`config.mk`:
```
export PLATFORM = sky130hd
export DESIGN_NAME = stdp_synapse_array
export DESIGN_NICKNAME = d
export VERILOG_FILES = /design/src/rtl/stdp_synapse_array.sv
export SDC_FILE = /design/constraint.sdc
export NUM_CORES = 1
export LEC_CHECK = 0
export CAP_MARGIN = 20
export CORE_ASPECT_RATIO = 1.75
export CORE_MARGIN = 5
export CORE_UTILIZATION = 40
export DETAILED_ROUTE_END_ITERATION = 8
export GPL_ROUTABILITY_DRIVEN = 0
export PLACE_DENSITY_LB_ADDON = 0.12
export SLEW_MARGIN = 40
export SYNTH_ARGS = -nofsm -noshare
export SYNTH_HDL_FRONTEND = slang
export SYNTH_SLANG_ARGS = --single-unit
```
`constraint.sdc`:
```
create_clock -name clk -period 5.17 [get_ports clk]
set_clock_uncertainty 0.15 [all_clocks]
set_input_delay 0.517 -clock clk [delete_from_list [all_inputs] [get_ports clk]]
set_output_delay 0.517 -clock clk [all_outputs]
set_load 0.05 [all_outputs]
```
`src/rtl/stdp_synapse_array.sv`:
```
// -----------------------------------------------------------------------------
// stdp_synapse_array
//
// Bank of N_CH plastic synapses converging on one postsynaptic neuron. Each
// channel keeps an unsigned weight and a presynaptic trace; a single
// postsynaptic trace is shared by all channels. Every cycle the weights of the
// channels that spiked are summed, saturated to the positive signed range and
// registered onto i_syn. With learn_en=1 the weights follow pair-based,
// trace-weighted STDP:
//   * potentiation by (pre_trace >> LTP_SHIFT) on a postsynaptic spike;
//   * depression by (post_trace >> LTD_SHIFT) on that channel's presynaptic spike.
// A host port can overwrite one weight per cycle and read any weight back.
//
// Ports:
//   clk        rising-edge clock
//   reset_n    asynchronous active-low reset
//   pre_spike  per-channel presynaptic spike pulses [N_CH]
//   post_spike postsynaptic spike from the downstream neuron
//   learn_en   1 enables weight plasticity (traces always run)
//   wr_en      host write strobe
//   wr_addr    host write channel index (out-of-range writes are dropped)
//   wr_data    host write value, clamped to [W_MIN, W_MAX]
//   rd_addr    host read channel index
//   rd_data    weight[rd_addr], combinational; 0 for out-of-range indices
//   i_syn      registered, saturated, signed synaptic current
// -----------------------------------------------------------------------------
module stdp_synapse_array #(
    parameter int N_CH        = 4,
    parameter int WIDTH       = 8,
    parameter int TRACE_W     = 8,
    parameter int W_INIT      = 16,
    parameter int W_MIN       = 4,
    parameter int W_MAX       = 127,
    parameter int TRACE_INC   = 16,
    parameter int DECAY_SHIFT = 2,
    parameter int LTP_SHIFT   = 3,
    parameter int LTD_SHIFT   = 4,
    parameter int AW          = (N_CH > 1) ? $clog2(N_CH) : 1
) (
    input  logic                    clk,
    input  logic                    reset_n,
    input  logic [N_CH-1:0]         pre_spike,
    input  logic                    post_spike,
    input  logic                    learn_en,
    input  logic                    wr_en,
    input  logic [AW-1:0]           wr_addr,
    input  logic [WIDTH-1:0]        wr_data,
    input  logic [AW-1:0]           rd_addr,
    output logic [WIDTH-1:0]        rd_data,
    output logic signed [WIDTH-1:0] i_syn
);

    // Sum width: wide enough that N_CH full-scale weights cannot wrap.
    localparam int SW = WIDTH + AW;

    localparam logic [SW-1:0]          I_MAX_C     = SW'((64'd1 << (WIDTH - 1)) - 64'd1);
    localparam logic [TRACE_W:0]       TRACE_MAX_C = (TRACE_W + 1)'((64'd1 << TRACE_W) - 64'd1);
    localparam logic [TRACE_W:0]       TRACE_INC_C = (TRACE_W + 1)'(TRACE_INC);
    localparam logic [WIDTH-1:0]       W_INIT_C    = WIDTH'(W_INIT);
    localparam logic [WIDTH-1:0]       W_MIN_C     = WIDTH'(W_MIN);
    localparam logic [WIDTH-1:0]       W_MAX_C     = WIDTH'(W_MAX);
    localparam logic signed [WIDTH+1:0] W_MIN_S    = (WIDTH + 2)'(W_MIN);
    localparam logic signed [WIDTH+1:0] W_MAX_S    = (WIDTH + 2)'(W_MAX);
    localparam logic [AW:0]            N_CH_C      = (AW + 1)'(N_CH);

    // Clamp a signed intermediate weight into [W_MIN, W_MAX].
    function automatic logic [WIDTH-1:0] clamp_w(input logic signed [WIDTH+1:0] v);
        if (v < W_MIN_S) begin
            return W_MIN_C;
        end else if (v > W_MAX_S) begin
            return W_MAX_C;
        end else begin
            return v[WIDTH-1:0];
        end
    endfunction

    // Next trace value: saturating bump on a spike, otherwise multiplicative
    // decay. Once the decay step rounds to zero the residue is flushed so the
    // trace never sticks at a small non-zero value.
    function automatic logic [TRACE_W-1:0] trace_step(input logic [TRACE_W-1:0] t,
                                                      input logic spike);
        logic [TRACE_W:0]   bumped;
        logic [TRACE_W-1:0] dec;
        bumped = {1'b0, t} + TRACE_INC_C;
        dec    = t >> DECAY_SHIFT;
        if (spike) begin
            if (bumped > TRACE_MAX_C) begin
                return TRACE_MAX_C[TRACE_W-1:0];
            end else begin
                return bumped[TRACE_W-1:0];
            end
        end else if (dec == '0) begin
            return '0;
        end else begin
            return t - dec;
        end
    endfunction

    // One STDP step for a single channel, using pre-edge traces only.
    function automatic logic [WIDTH-1:0] learn_step(input logic [WIDTH-1:0]   w,
                                                    input logic [TRACE_W-1:0] pre_tr,
                                                    input logic [TRACE_W-1:0] post_tr,
                                                    input logic               pre,
                                                    input logic               post);
        logic signed [WIDTH+1:0] ltp;
        logic signed [WIDTH+1:0] ltd;
        logic signed [WIDTH+1:0] acc;
        if (post) begin
            ltp = (WIDTH + 2)'(pre_tr >> LTP_SHIFT);
        end else begin
            ltp = '0;
        end
        if (pre) begin
            ltd = (WIDTH + 2)'(post_tr >> LTD_SHIFT);
        end else begin
            ltd = '0;
        end
        acc = $signed({2'b00, w}) + ltp - ltd;
        return clamp_w(acc);
    endfunction

    logic [WIDTH-1:0]        weight_r       [N_CH];
    logic [TRACE_W-1:0]      pre_trace_r    [N_CH];
    logic [TRACE_W-1:0]      post_trace_r;
    logic signed [WIDTH-1:0] i_syn_r;

    logic [WIDTH-1:0]        weight_nxt_s   [N_CH];
    logic [TRACE_W-1:0]      pre_trace_nxt_s[N_CH];
    logic [TRACE_W-1:0]      post_trace_nxt_s;
    logic [SW-1:0]           sum_s;
    logic signed [WIDTH-1:0] i_syn_nxt_s;

    // Sum the weights of spiking channels and saturate to the positive range.
    always_comb begin
        sum_s = '0;
        for (int k = 0; k < N_CH; k++) begin
            if (pre_spike[k]) begin
                sum_s = sum_s + SW'(weight_r[k]);
            end else begin
                sum_s = sum_s;
            end
        end
        if (sum_s > I_MAX_C) begin
            i_syn_nxt_s = $signed(I_MAX_C[WIDTH-1:0]);
        end else begin
            i_syn_nxt_s = $signed(sum_s[WIDTH-1:0]);
        end
    end

    // Trace next-state; traces run independently of learn_en.
    always_comb begin
        for (int k = 0; k < N_CH; k++) begin
            pre_trace_nxt_s[k] = trace_step(pre_trace_r[k], pre_spike[k]);
        end
        post_trace_nxt_s = trace_step(post_trace_r, post_spike);
    end

    // Weight next-state: a host write wins for its own channel only. The
    // equality against an in-range k also drops out-of-range write addresses.
    always_comb begin
        for (int k = 0; k < N_CH; k++) begin
            if (wr_en && (wr_addr == AW'(k))) begin
                weight_nxt_s[k] = clamp_w($signed({2'b00, wr_data}));
            end else if (learn_en) begin
                weight_nxt_s[k] = learn_step(weight_r[k], pre_trace_r[k], post_trace_r,
                                             pre_spike[k], post_spike);
            end else begin
                weight_nxt_s[k] = weight_r[k];
            end
        end
    end

    // Combinational host read port with out-of-range guard.
    always_comb begin
        if ({1'b0, rd_addr} < N_CH_C) begin
            rd_data = weight_r[rd_addr];
        end else begin
            rd_data = '0;
        end
    end

    // State registers with asynchronous reset.
    always_ff @(posedge clk or negedge reset_n) begin
        if (!reset_n) begin
            for (int k = 0; k < N_CH; k++) begin
                weight_r[k]    <= W_INIT_C;
                pre_trace_r[k] <= '0;
            end
            post_trace_r <= '0;
            i_syn_r      <= '0;
        end else begin
            for (int k = 0; k < N_CH; k++) begin
                weight_r[k]    <= weight_nxt_s[k];
                pre_trace_r[k] <= pre_trace_nxt_s[k];
            end
            post_trace_r <= post_trace_nxt_s;
            i_syn_r      <= i_syn_nxt_s;
        end
    end

    assign i_syn = i_syn_r;

endmodule

```
# After elaboration in Yosys (flattened, before gate mapping)
# Index checks and enable logic that the tools add are counted.
# W data, S select, Z words.
[totals] ff_bits=80 latchBits=0 mem_bits_rw=0 romBits=0 input_bits=21 out_inout_bits=16 memories=0
[classes] n_addsub=21 mul=0 div_mod_pow=0 order_cmp=17 n_eq_ne=3 shift=0 mux=65 bitwise=1 n_reduce_logical=14
[op_table] operator="$mux W8" n=37
[op_table] operator="$mux W10" n=19
[op_table] operator="$add A8 B5 Y9 const B" n=5
[op_table] operator="$gt A9 B8 Y1 const B" n=5
[op_table] operator="$add A9 B10 Y10" n=4
[op_table] operator="$gt A10 B8 Y1 const B" n=4
[op_table] operator="$logic_not A8 Y1" n=5
[op_table] operator="$lt A10 B4 Y1 const B" n=4
[op_table] operator="$sub A10 B10 Y10" n=4
[op_table] operator="$sub A8 B6 Y8" n=5
[op_table] operator="$add A10 B8 Y10" n=3
[op_table] operator="$mux W5" n=4
[op_table] operator="$bmux W8 S2" n=1
[op_table] operator="$mux W4" n=4
[op_table] operator="$gt A10 B7 Y1 const B" n=1
[op_table] operator="$gt A8 B7 Y1 const B" n=1
[op_table] operator="$lt A8 B3 Y1 const B" n=1
[op_table] operator="$reduce_bool A2 Y1" n=4
[op_table] operator="$eq A2 B2 Y1 const B" n=2
[op_table] operator="$logic_and A1 B1 Y1" n=4
[op_table] operator="$ge A3 B3 Y1 const B" n=1
[op_table] operator="$not A2 Y3" n=1
[op_table] operator="$eq A2 B1 Y1 const B" n=1
[op_table] operator="$logic_not A2 Y1" n=1

# Logic depth before layout (Yosys ltp)
# Gate-level depths: netlist of run 1.
[depth] word_depth=10 depth_mapped=23 ltp_nobuf=22

# Worst setup path before layout of run 1
# OpenSTA, ideal clock, no wires.
[synth_timing] kind="input to register" start="in pre_spike[0]" end="reg i_syn_r[0], in the netlist i_syn[0]" setup_time_ns=0.150 arrival_ns=4.674 t_required_ns=4.870 path_slack_ns=0.197 cell_stages=22 path_buffers=1 cell_sequence="clkbuf_1 > clkinv_1 > nor2_1 > ha_1 > inv_1 > fa_1 > mux2i_1 > inv_1 > fa_1 > nor2b_1 > o31a_1 > o22ai_1 > xnor2_1 > mux2_2 > ha_1 > a21oi_1 > nor2b_1 > a22oi_1 > a31oi_1 > xor2_1 > o31ai_2 > nand4_1"
[synth_between] elab_chain_len=9
[synth_rtl] item="from (decl)" line_no="42" rtl="input logic [N_CH-1:0] pre_spike,"
[synth_rtl] item="$mux W8 (*)" line_no="137" rtl="if (pre_spike[k]) begin"
[synth_rtl] item="$add A10 B8 Y10" line_no="138" rtl="sum_s = sum_s + SW'(weight_r[k]);"
[synth_rtl] item="$mux W10 (*)" line_no="137"
[synth_rtl] item="$add A10 B8 Y10" line_no="138"
[synth_rtl] item="$mux W10 (*)" line_no="137"
[synth_rtl] item="$add A10 B8 Y10" line_no="138"
[synth_rtl] item="$mux W10 (*)" line_no="137"
[synth_rtl] item="$gt A10 B7 Y1" line_no="143" rtl="if (sum_s > I_MAX_C) begin"
[synth_rtl] item="$mux W8 (*)" line_no="143"
[synth_rtl] item="net i_syn_nxt_s[0]" line_no="131" rtl="logic signed [WIDTH-1:0] i_syn_nxt_s;"
[synth_rtl] item="to (signal assigned)" line_no="197" rtl="i_syn_r <= i_syn_nxt_s;"
[synth_rtl] item="to (decl)" line_no="125" rtl="logic signed [WIDTH-1:0] i_syn_r;"
# The timed path passes the listed nets; every way through them passes the cells marked *.
# A chain may end at the register's enable or synchronous reset.

# Worst setup path in the final report of run 1
[layout_timing] start="reg weight_r[24] in the netlist's numbering" end="reg i_syn_r[6], in the netlist i_syn[6]"
[layout_between] elab_chain_len=9
[layout_rtl] item="from (decl)" line_no="122" rtl="logic [WIDTH-1:0] weight_r [N_CH];"
[layout_rtl] item="from (signal, indexed assignment)" line_no="193" rtl="weight_r[k] <= weight_nxt_s[k];"
[layout_rtl] item="$mux W8 (*)" line_no="137"
[layout_rtl] item="$add A10 B8 Y10" line_no="138"
[layout_rtl] item="$mux W10 (*)" line_no="137"
[layout_rtl] item="$add A10 B8 Y10" line_no="138"
[layout_rtl] item="$mux W10 (*)" line_no="137"
[layout_rtl] item="$add A10 B8 Y10" line_no="138"
[layout_rtl] item="$mux W10 (*)" line_no="137"
[layout_rtl] item="$gt A10 B7 Y1" line_no="143"
[layout_rtl] item="$mux W8 (*)" line_no="143"
[layout_rtl] item="net i_syn_nxt_s[6]" line_no="131"
# Marks and branches as above.

==> run_results.csv, run 1 <==
group,metric,value,unit
floorplanning,std_cell_rows,73,
clock_tree,clk_pin_slew,70,ps
grt,grt_first_pass_wirelength,45.09,mm
grt,grt-ovfl-total,0,
route,drt-vias-per-instance,5.670,
grt,grt.total_usage,21.65,%
clock_tree,cts_tree,"done",
floorplanning,initial_utilization,40.36,%
critical_path,r2r_end,"i_syn[6]",
critical_path,end_kind,"flip-flop",
critical_path,crit_type,"flip-flop to flip-flop",
critical_path,ff2ff_setup_slack,420,ps
sta,slew_violations,0,
clock_tree,htreeDepth,3,
placement,placed_cell_area,10150,um^2
route,routedWlPerCell,19.29,um
clock_tree,post_cts_buffers,0,
synthesis,yosys_warnings,0,
placement,detailed_place_hpwl,22.67,mm
critical_path,r2r_start,"weight_r[24]",
sta,fmax,210.3,MHz
critical_path,crit_chain,"inv_1, nor2_1, ha_1, inv_1, fa_1, xnor2_1, nand2_1, o21ai_0, ha_1, nor2b_2, o31a_1, o22ai_2, xnor2_1, mux2_2, ha_1, a21oi_1, nor2b_2, a22oi_2, a31oi_2, xor2_1, o31ai_2, buf_4, nand4_1",
critical_path,path_common_cell,"ha_1",
sta,worst_slack,415.8,ps
synthesis,synth-seq-area-share,21.95,%
sta,fin_crit,4754,ps
sta,finalCritPeriodShare,91.96,%
floorplanning,core_area,22650,um^2
critical_path,cp-startpoint,"weight_r[24]",
synthesis,synth-main-ff-cell,"dfrtp_1",
synthesis,synth_top_area_share,20.80,%
clock_tree,clockBufferDepth,2,
grt,grt_max_degree,54,
worst_hold_path,hp-start,"pre_trace_r[24]",
sta,finalHoldViolCount,0,
worst_hold_path,hold_class,"flip-flop to flip-flop",
clock_tree,cts_buffers,9,
synthesis,ys_ff_latch,80,
route,drt_iter0_drc,465,
clock_tree,cts_sinks,80,
route,drc,0,
synthesis,avgSynthCellArea,8.214,um^2
sta,max_slew_margin,45.11,%
synthesis,synth_cell_types,82,
placement,dp_slack,-318.3,ps
synthesis,yosysTopAreaCell,"dfrtp_1",
floorplanning,die_w,124.3,um
final_layout,stdcell_area,10530,um^2
final_layout,areaGrowthSynthToFinish,15.12,%
sta,finalSetupViolCount,0,
critical_path,cp.required,5240,ps
final_layout,drive_gt1_share,9.890,%
grt,grt_pass1_vias,8543,
synthesis,netlist_instances,1113,
synthesis,ys_top_cells_by_area,"dfrtp_1 (21%), ha_1 (15%), inv_1 (6.0%)",
critical_path,cp_max_fo,7,
sta,tightest_slew,814.8,ps
worst_hold_path,worstHoldEndpoint,"pre_trace_r[24]",
route,routed_wl,28.61,mm
outcome,status,"finished clean",
critical_path,cpMaxStageDelayCell,"fa_1",
worst_hold_path,hold_path_depth,1,
sta,setup-tns-final,0,ps
floorplanning,die-area,26100,um^2
flow_run,drv_cap,0,
synthesis,netlist_area,9143,um^2
grt,antenna_found_initial,0,
final_layout,nNetsFinal,1336,
synthesis,async_reset_ff_share,100.0,%
sta,rsz0062_at_grt,"false",
clock_tree,insertion_delay,370,ps
floorplanning,io_pins,37,
critical_path,crit_arrival,4830,ps
final_layout,diodes,0,
clock_tree,cts-root-buf,"clkbuf_16",
route,num_vias,8408,
critical_path,crit_path_start_kind,"flip-flop",
route,drt_pre_antenna_iters,6,
placement,dp.cells,1466,
synthesis,synth_edf_count,0,
final_layout,fin_cells,1483,
floorplanning,die_h,210.0,um
critical_path,worstRegToRegCells,23,
critical_path,critical_path.max_stage_delay,410,ps
synthesis,syn_nets,1271,
route,ant_nets,0,
placement,io_buffers,36,
-- state kept, by name (all words and copies together) (netlist names) --
register	flops
i_syn	8
weight_r	32
post_trace_r	8
pre_trace_r	32
-- worst max-delay path by stage --
stage	to	slack [ps]
final	i_syn[6]	420
after global routing	i_syn[0]	70
after CTS	i_syn[3]	50
after detailed placement	i_syn[5]	-320
after global placement	i_syn[1]	-190
after floorplan	i_syn[0]	200
-- cell usage in the layout, fill, tap and decap left out, types with 6 or more instances in the layout --
cell,n
xnor2_1,37
o22a_1,9
and2_1,8
o221ai_1,7
nand3_1,42
nor2_1,98
clkbuf_16,9
xor2_1,13
buf_4,53
o21a_1,18
a21o_1,19
ha_1,112
a31oi_1,13
fa_1,23
nor4_1,12
mux4_2,8
a211o_1,13
and3_1,15
clkdlybuf4s50_1,34
o21ai_0,71
nor3_1,21
dfrtp_1,76
nand2b_1,11
nand2_1,51
a21oi_1,61
o22ai_1,6
o31ai_1,10
a211oi_1,12
nand4_1,11
o211ai_1,16
inv_1,144
nor2b_1,21
-- metrics by stage --
step | hold slack (ps) | utilization [%]
global placement | 328.1 | 44.82
floorplan | 71.41 | -
CTS | 372.3 | 46.24
detailed placement | 332.6 | 44.82
finish | 368.2 | 46.46
global route | 388.0 | 46.46
-- kinds of logic after synthesis --
| family | share of synthesized area [%] |
|---|---|
| simple gates | 17.50 |
| compound gates | 24.63 |
| mux | 2.778 |
| buf+inv | 7.582 |
| fa+ha+maj | 20.72 |
| other cells | 0.04102 |
| xor+xnor | 4.790 |
| flops | 21.95 |
-- Yosys cell counts (12+ instances only) --
cell      count
o211ai_1     16
a21oi_1      61
and3_1       15
fa_1         24
dfrtp_1      76
a31oi_1      14
xor2_1       13
o21ai_0      71
a211o_1      13
a211oi_1     12
nor2_1       98
nand3_1      42
o21a_1       18
nor3_1       21
xnor2_1      37
clkbuf_1     33
a21o_1       19
nor2b_1      24
inv_1       145
ha_1        113
nand2_1      51
nor4_1       12
-- final cells by class --
| type | instances | area (um^2) |
|---|---|---|
| fill | 2334 | 12130 |
| multi-input combinational | 849 | 6487 |
| sequential | 80 | 2007 |
| timing repair buffer | 91 | 792.0 |
| inverter | 147 | 551.8 |
| tap | 300 | 375.4 |
| clock buffer | 9 | 225.2 |
| clock inverter | 7 | 86.33 |
-- critical path, delay by kind of cell (launching register included) --
kind	cells	cell delay (ps)
XOR/XNOR	3	420
AND/OR/NAND/NOR	5	600
multiplexers	1	290
AO/OA/AOI/OAI	7	1220
buffers and inverters	3	340
adder cells (fa/ha/maj)	4	1210
flip-flops	1	380
-- repair_timing --
action	in CTS	in global routing
hold buffers	1	0
endpoints found under the hold margin	27	0
setup endpoints to repair	0	7
resized for setup	0	10
-- routing by layer --
metal  vias to the layer above  share of wire, %  track usage [%]
li1                       4126                 -                -
met1                      4064                39            23.05
met2                       162                55            42.13
met3                        56               2.8            3.119
met4                         0               3.6            8.967
met5                         -                 0                0
Power of run 1 is not shown: default switching activity piles up to over one toggle a cycle in this logic, so the estimate is an artifact.
==> run 2: changes to the inputs <==
--- a/config.mk
+++ b/config.mk
@@ -5,13 +5,13 @@
 export SDC_FILE = /design/constraint.sdc
 export NUM_CORES = 1
 export LEC_CHECK = 0
-export CAP_MARGIN = 20
 export CORE_ASPECT_RATIO = 1.75
 export CORE_MARGIN = 5
 export CORE_UTILIZATION = 40
 export DETAILED_ROUTE_END_ITERATION = 8
 export GPL_ROUTABILITY_DRIVEN = 0
 export PLACE_DENSITY_LB_ADDON = 0.12
+export REMOVE_ABC_BUFFERS = 1
 export SLEW_MARGIN = 40
 export SYNTH_ARGS = -nofsm -noshare
 export SYNTH_HDL_FRONTEND = slang
==> run 2 against run 1 <==
  * Sequential cell count did not move
  * Non-clock buffer count up 2
  * Final cell count grew 0.13%
  * Critical path type unchanged
  * Die area unchanged
  * Via count decreased by 0.34%
  * Highest routed layer unchanged
  * Utilization grew 0.15 points
==> run_results.csv, run 2 (synthesis gave the netlist of run 1 again) <==
group,metric,value,unit
final_layout,nNetsFinal,1338,
outcome,status,"finished clean",
critical_path,r2r_end,"i_syn[3]",
critical_path,end_kind,"flip-flop",
grt,grt-ovfl-total,0,
floorplanning,die_h,210.0,um
critical_path,worstRegToRegCells,23,
critical_path,critPathTopFamily,"compound AO/OA/AOI/OAI gates",
sta,setup-tns-final,0,ps
final_layout,drive_gt1_share,9.789,%
final_layout,final_common_cell,"inv_1",
clock_tree,cts-root-buf,"clkbuf_16",
route,routedWlPerCell,19.09,um
grt,met3_usage,3.626,%
final_layout,final_cell_mix,"inv_1 (145), ha_1 (112), nor2_1 (98)",
grt,grt.total_usage,21.92,%
sta,max_slew_margin,50.07,%
placement,dp_slack,-215.0,ps
clock_tree,htreeDepth,3,
worst_hold_path,hold_class,"flip-flop to flip-flop",
grt,grt_first_pass_wirelength,45.23,mm
route,drt_pre_antenna_iters,5,
critical_path,path_buf_inv,3,
final_layout,diodes,0,
floorplanning,std_cell_rows,73,
final_layout,top_regs,"pre_trace_r x32, weight_r x32",
critical_path,cp_max_fo,7,
route,drc,0,
sta,fin_crit,4824,ps
route,drt_iter0_drc,442,
floorplanning,die_w,124.3,um
critical_path,crit_cells,23,
grt,busiest_layer,"met2",
critical_path,critical_path.max_stage_delay,410,ps
floorplanning,io_pins,37,
sta,rsz0062_at_grt,"false",
sta,finalSetupViolCount,0,
critical_path,r2r_start,"weight_r[24]",
clock_tree,insertion_delay,370,ps
critical_path,cpMaxStageDelayCell,"fa_1",
sta,fmax,207.3,MHz
grt,antenna_found_initial,0,
floorplanning,die-area,26100,um^2
route,num_vias,8379,
sta,worst_slack,346.2,ps
critical_path,crit_type,"flip-flop to flip-flop",
final_layout,post-route-util,46.61,%
sta,whs,370.2,ps
grt,grt_max_degree,42,
clock_tree,clockBufferDepth,2,
sta,slew_violations,0,
critical_path,cp-endpoint,"i_syn[3]",
sta,finalCritPeriodShare,93.30,%
clock_tree,cts_buffers,9,
grt,globalRouteMet1Util,23.47,%
clock_tree,clk_pin_slew,70,ps
placement,detailed_place_hpwl,22.47,mm
route,ant_nets,0,
route,routed_wl,28.35,mm
worst_hold_path,hp-start,"pre_trace_r[24]",
sta,tightest_slew,741.2,ps
critical_path,crit_path_start_kind,"flip-flop",
route,drt-vias-per-instance,5.642,
final_layout,areaGrowthSynthToFinish,15.49,%
critical_path,ff2ff_setup_slack,350,ps
sta,finalHoldViolCount,0,
grt,grtUsageMet2,41.01,%
placement,io_buffers,36,
critical_path,cp-startpoint,"weight_r[24]",
critical_path,crit_arrival,4890,ps
floorplanning,core_area,22650,um^2
clock_tree,cts_tree,"done",
clock_tree,cts_sinks,80,
grt,grt_pass1_vias,8438,
critical_path,cp.required,5240,ps
flow_run,drv_cap,0,
critical_path,crit_chain,"inv_1, nor2_1, ha_2, inv_1, fa_1, xnor2_1, nand2_1, o21ai_1, ha_1, nor2b_2, o31a_1, o22ai_1, xnor2_1, mux2_2, ha_1, a21oi_2, nor2b_1, a22oi_1, a31oi_1, xor2_1, o31ai_2, buf_4, nand4_1",
floorplanning,initial_utilization,40.36,%
-- run 2: cell type report --
type	count	area, um^2
fillers	2350	12090
multi-input cells	849	6467
flip-flops and latches	80	2007
repair buffers	93	803.3
inverters	147	551.8
well taps	300	375.4
clock buffers	10	239.0
clock inverters	6	115.1
-- run 2: timing repair --
action | in CTS | in global routing
hold buffers | 1 | 0
buffers inserted | 0 | 0
gates resized for setup | 0 | 7
setup endpoints to repair | 0 | 7
endpoints found under the hold margin | 1 | 0
-- run 2: through the flow --
step           cell area, um^2  std cells
5_1_grt                  10560       1485
3_3_place_gp             10170       1468
3_5_place_dp             10170       1468
6_report                 10560       1485
2_1_floorplan             9001       1076
4_1_cts                  10540       1485
-- run 2: layer usage --
metal	share of wire [%]	wire, um
met1	39	10950
met2	53	15020
met3	3.0	856
met4	5.4	1517
met5	0	0
-- run 2: how the worst min path moves through the flow --
stage | endpoint | slack [ps] | depth (start not counted)
after floorplan | i_syn[0] | 70 | 0
after global placement | pre_trace_r[24] | 340 | 1
after detailed placement | pre_trace_r[24] | 360 | 1
after CTS | pre_trace_r[24] | 370 | 1
after global routing | pre_trace_r[16] | 390 | 2
final | pre_trace_r[24] | 370 | 1
Power of run 2 is left out for the same reason.
==> run 3: changes to the inputs <==
--- a/config.mk
+++ b/config.mk
@@ -5,11 +5,13 @@
 export SDC_FILE = /design/constraint.sdc
 export NUM_CORES = 1
 export LEC_CHECK = 0
+export ABC_AREA = 1
 export CORE_ASPECT_RATIO = 1.75
 export CORE_MARGIN = 5
 export CORE_UTILIZATION = 40
 export DETAILED_ROUTE_END_ITERATION = 8
 export GPL_ROUTABILITY_DRIVEN = 0
+export GPL_TIMING_DRIVEN = 0
 export PLACE_DENSITY_LB_ADDON = 0.12
 export REMOVE_ABC_BUFFERS = 1
 export SLEW_MARGIN = 40
==> run 3 against run 2 <==
  * First-iteration DRC count is 20% lower
  * Sequential cell count unchanged
  * Final cell count rose by 23%
  * Clock-buffer cell count increased by 2
  * Utilization down 2.2 points
  * Routed wire length is 0.28% higher
  * Non-clock buffer count fell by 55
  * Hold slack worse by 17 ps
  * Critical path type is now input port to flip-flop
  * Critical endpoint is now i_syn[6]
  * Largest cell class unchanged
==> run_results.csv, run 3 <==
group,metric,value,unit
placement,dp.cells,1815,
grt,grt_max_degree,46,
floorplanning,die-area,27560,um^2
route,drc,0,
critical_path,cp.required,5250,ps
clock_tree,cts_sinks,80,
placement,io_buffers,36,
critical_path,ff2ff_setup_slack,620,ps
sta,slew_violations,0,
grt,grt_pass1_vias,9459,
grt,grt_first_pass_wirelength,46.35,mm
final_layout,final_common_cell,"nand2_1",
sta,fin_crit,4641,ps
route,drt_iter0_drc,352,
synthesis,netlist_area,9688,um^2
synthesis,synth_mux_area_share,0,%
critical_path,r2r_end,"i_syn[6]",
route,drt-vias-per-instance,5.085,
floorplanning,initial_utilization,40.49,%
final_layout,areaGrowthSynthToFinish,9.648,%
worst_hold_path,hold_class,"flip-flop to flip-flop",
final_layout,multi_input_area,6424,um^2
critical_path,cpMaxStageDelayCell,"fa_1",
synthesis,synth-compound-area-share,13.19,%
worst_hold_path,hp-start,"pre_trace_r[8]",
route,drt_pre_antenna_iters,5,
synthesis,yosys.area_share.simple,30.50,%
floorplanning,std_cell_rows,75,
critical_path,crit_path_start_kind,"input port",
final_layout,diodes,0,
placement,placed_cell_area,10360,um^2
synthesis,synth_edf_count,0,
sta,fmax,215.5,MHz
grt,grt-ovfl-total,0,
synthesis,async_reset_ff_share,100.0,%
synthesis,yosysTopAreaCell,"dfrtp_1",
clock_tree,cts-root-buf,"clkbuf_16",
final_layout,fillers,2588,
sta,max_slew_margin,46.14,%
synthesis,synth-seq-area-share,20.72,%
final_layout,nNetsFinal,1678,
route,routedWlPerCell,15.52,um
synthesis,synth-main-ff-cell,"dfrtp_1",
critical_path,cp_max_fo,14,
synthesis,netlist_instances,1491,
synthesis,synth_fa_ha_area_share,19.68,%
clock_tree,clockBufferDepth,2,
final_layout,top_regs,"pre_trace_r x32, weight_r x32",
synthesis,ys_ff_latch,80,
sta,rsz0062_at_grt,"false",
synthesis,synth_top_area_share,19.63,%
critical_path,crit_arrival,4720,ps
final_layout,drive_gt1_share,4.528,%
flow_run,drv_cap,0,
critical_path,critical_path.max_stage_delay,410,ps
clock_tree,cts_tree,"done",
synthesis,avgSynthCellArea,6.498,um^2
outcome,status,"finished clean",
route,num_vias,9316,
critical_path,cp-endpoint,"i_syn[6]",
synthesis,yosysMostFrequentCell,"nand2_1",
sta,finalHoldViolCount,0,
grt,grt.total_usage,21.30,%
synthesis,yosys-top-cells-count,"nand2_1 (382), inv_1 (292), nand3_1 (120), ha_1 (114), a21oi_1 (97)",
route,ant_nets,0,
final_layout,layout.area.seq,2007,um^2
synthesis,synth_xor_area_share,2.893,%
final_layout,fin_cells,1832,
critical_path,worstRegToRegCells,29,
floorplanning,die_w,127.6,um
critical_path,path_common_cell,"nand2_1",
clock_tree,cts_buffers,9,
sta,setup-tns-final,0,ps
critical_path,crit_type,"input port to flip-flop",
floorplanning,core_area,23930,um^2
sta,finalCritPeriodShare,89.77,%
clock_tree,htreeDepth,3,
route,routed_wl,28.43,mm
synthesis,synth_cell_types,46,
synthesis,synth_top_family_by_area,"simple AND/OR/NAND/NOR gates",
sta,finalSetupViolCount,0,
floorplanning,die_h,215.9,um
grt,antenna_found_initial,0,
final_layout,stdcell_area,10620,um^2
synthesis,ys_top_cells_by_area,"dfrtp_1 (20%), nand2_1 (15%), ha_1 (15%)",
synthesis,yosys_warnings,0,
placement,detailed_place_hpwl,23.32,mm
sta,tightest_slew,805.4,ps
clock_tree,post_cts_buffers,0,
final_layout,final_cell_mix,"nand2_1 (382), inv_1 (292), nand3_1 (120)",
critical_path,r2r_start,"weight_r[24]",
critical_path,cp-startpoint,"pre_spike[0]",
critical_path,end_kind,"flip-flop",
clock_tree,insertion_delay,370,ps
floorplanning,io_pins,37,
sta,whs,352.8,ps
clock_tree,clk_pin_slew,60,ps
-- run 3: cell count changes after synthesis, sizes merged, moves of 14 or more --
cell,change
a211oi,-16
a21o,-18
a21oi,+39
clkbuf,-24
inv,+162
nand2,+347
nand3,+81
nor2b,-24
o211ai,-16
o21a,-17
o22ai,+14
xnor2,-32
xor2,+14
-- run 3: stage by stage --
step | utilization, % | worst slack (ps)
4_1_cts | 44.40 | 228.7
5_1_grt | 44.39 | 17.29
2_1_floorplan | - | 1104
3_5_place_dp | 43.28 | -421.5
3_3_place_gp | 43.16 | -422.8
6_report | 44.39 | 528.6
-- run 3: cells by family after synthesis --
| family | count (synthesis) |
|---|---|
| xor+xnor | 32 |
| simple gates | 681 |
| other cells | 1 |
| flops | 80 |
| compound gates | 231 |
| buf+inv | 328 |
| fa+ha+maj | 138 |
-- run 3: worst min path at each step --
stage | end | slack, ps | cells after the start
2_1_floorplan | i_syn[0] | 70 | 0
3_3_place_gp | pre_trace_r[24] | 340 | 2
3_5_place_dp | pre_trace_r[4] | 270 | 1
4_1_cts | pre_trace_r[8] | 370 | 2
5_1_grt | pre_trace_r[8] | 400 | 2
6_report | pre_trace_r[8] | 350 | 2
-- run 3: final cells by class --
type                    count  share of cell area, %
repair buffers             38                  3.722
multi-input cells        1083                  60.47
flip-flops and latches     80                  18.89
clock inverters             4                 0.2120
clock buffers              12                  2.226
well taps                 308                  3.628
inverters                 307                  10.85
-- run 3: what timing repair did --
item / in CTS / in global routing
gates resized for setup: 1 / 4
endpoints found under the setup margin: 7 / 7
hold buffers: 1 / 0
endpoints found under the hold margin: 34 / 0
cloned: 0 / 0
-- run 3: worst max-delay path, delay by kind of cell --
| family | cells | cell delay [ps] |
|---|---|---|
| and+or+nand+nor | 15 | 1720 |
| AOI/OAI and AO/OA | 4 | 610 |
| buffers and inverters | 6 | 550 |
| xor gates and xnor gates | 1 | 130 |
| adders and majority gates | 4 | 1180 |
-- run 3: metal layers --
layer / share of wire [%] / vias up / global-route usage (%)
li1: - / 4799 / -
met1: 36 / 4282 / 21.03
met2: 55 / 162 / 41.05
met3: 2.8 / 73 / 2.771
met4: 6.1 / 0 / 12.82
met5: 0 / - / 0
Power of run 3 is left out for the same reason.
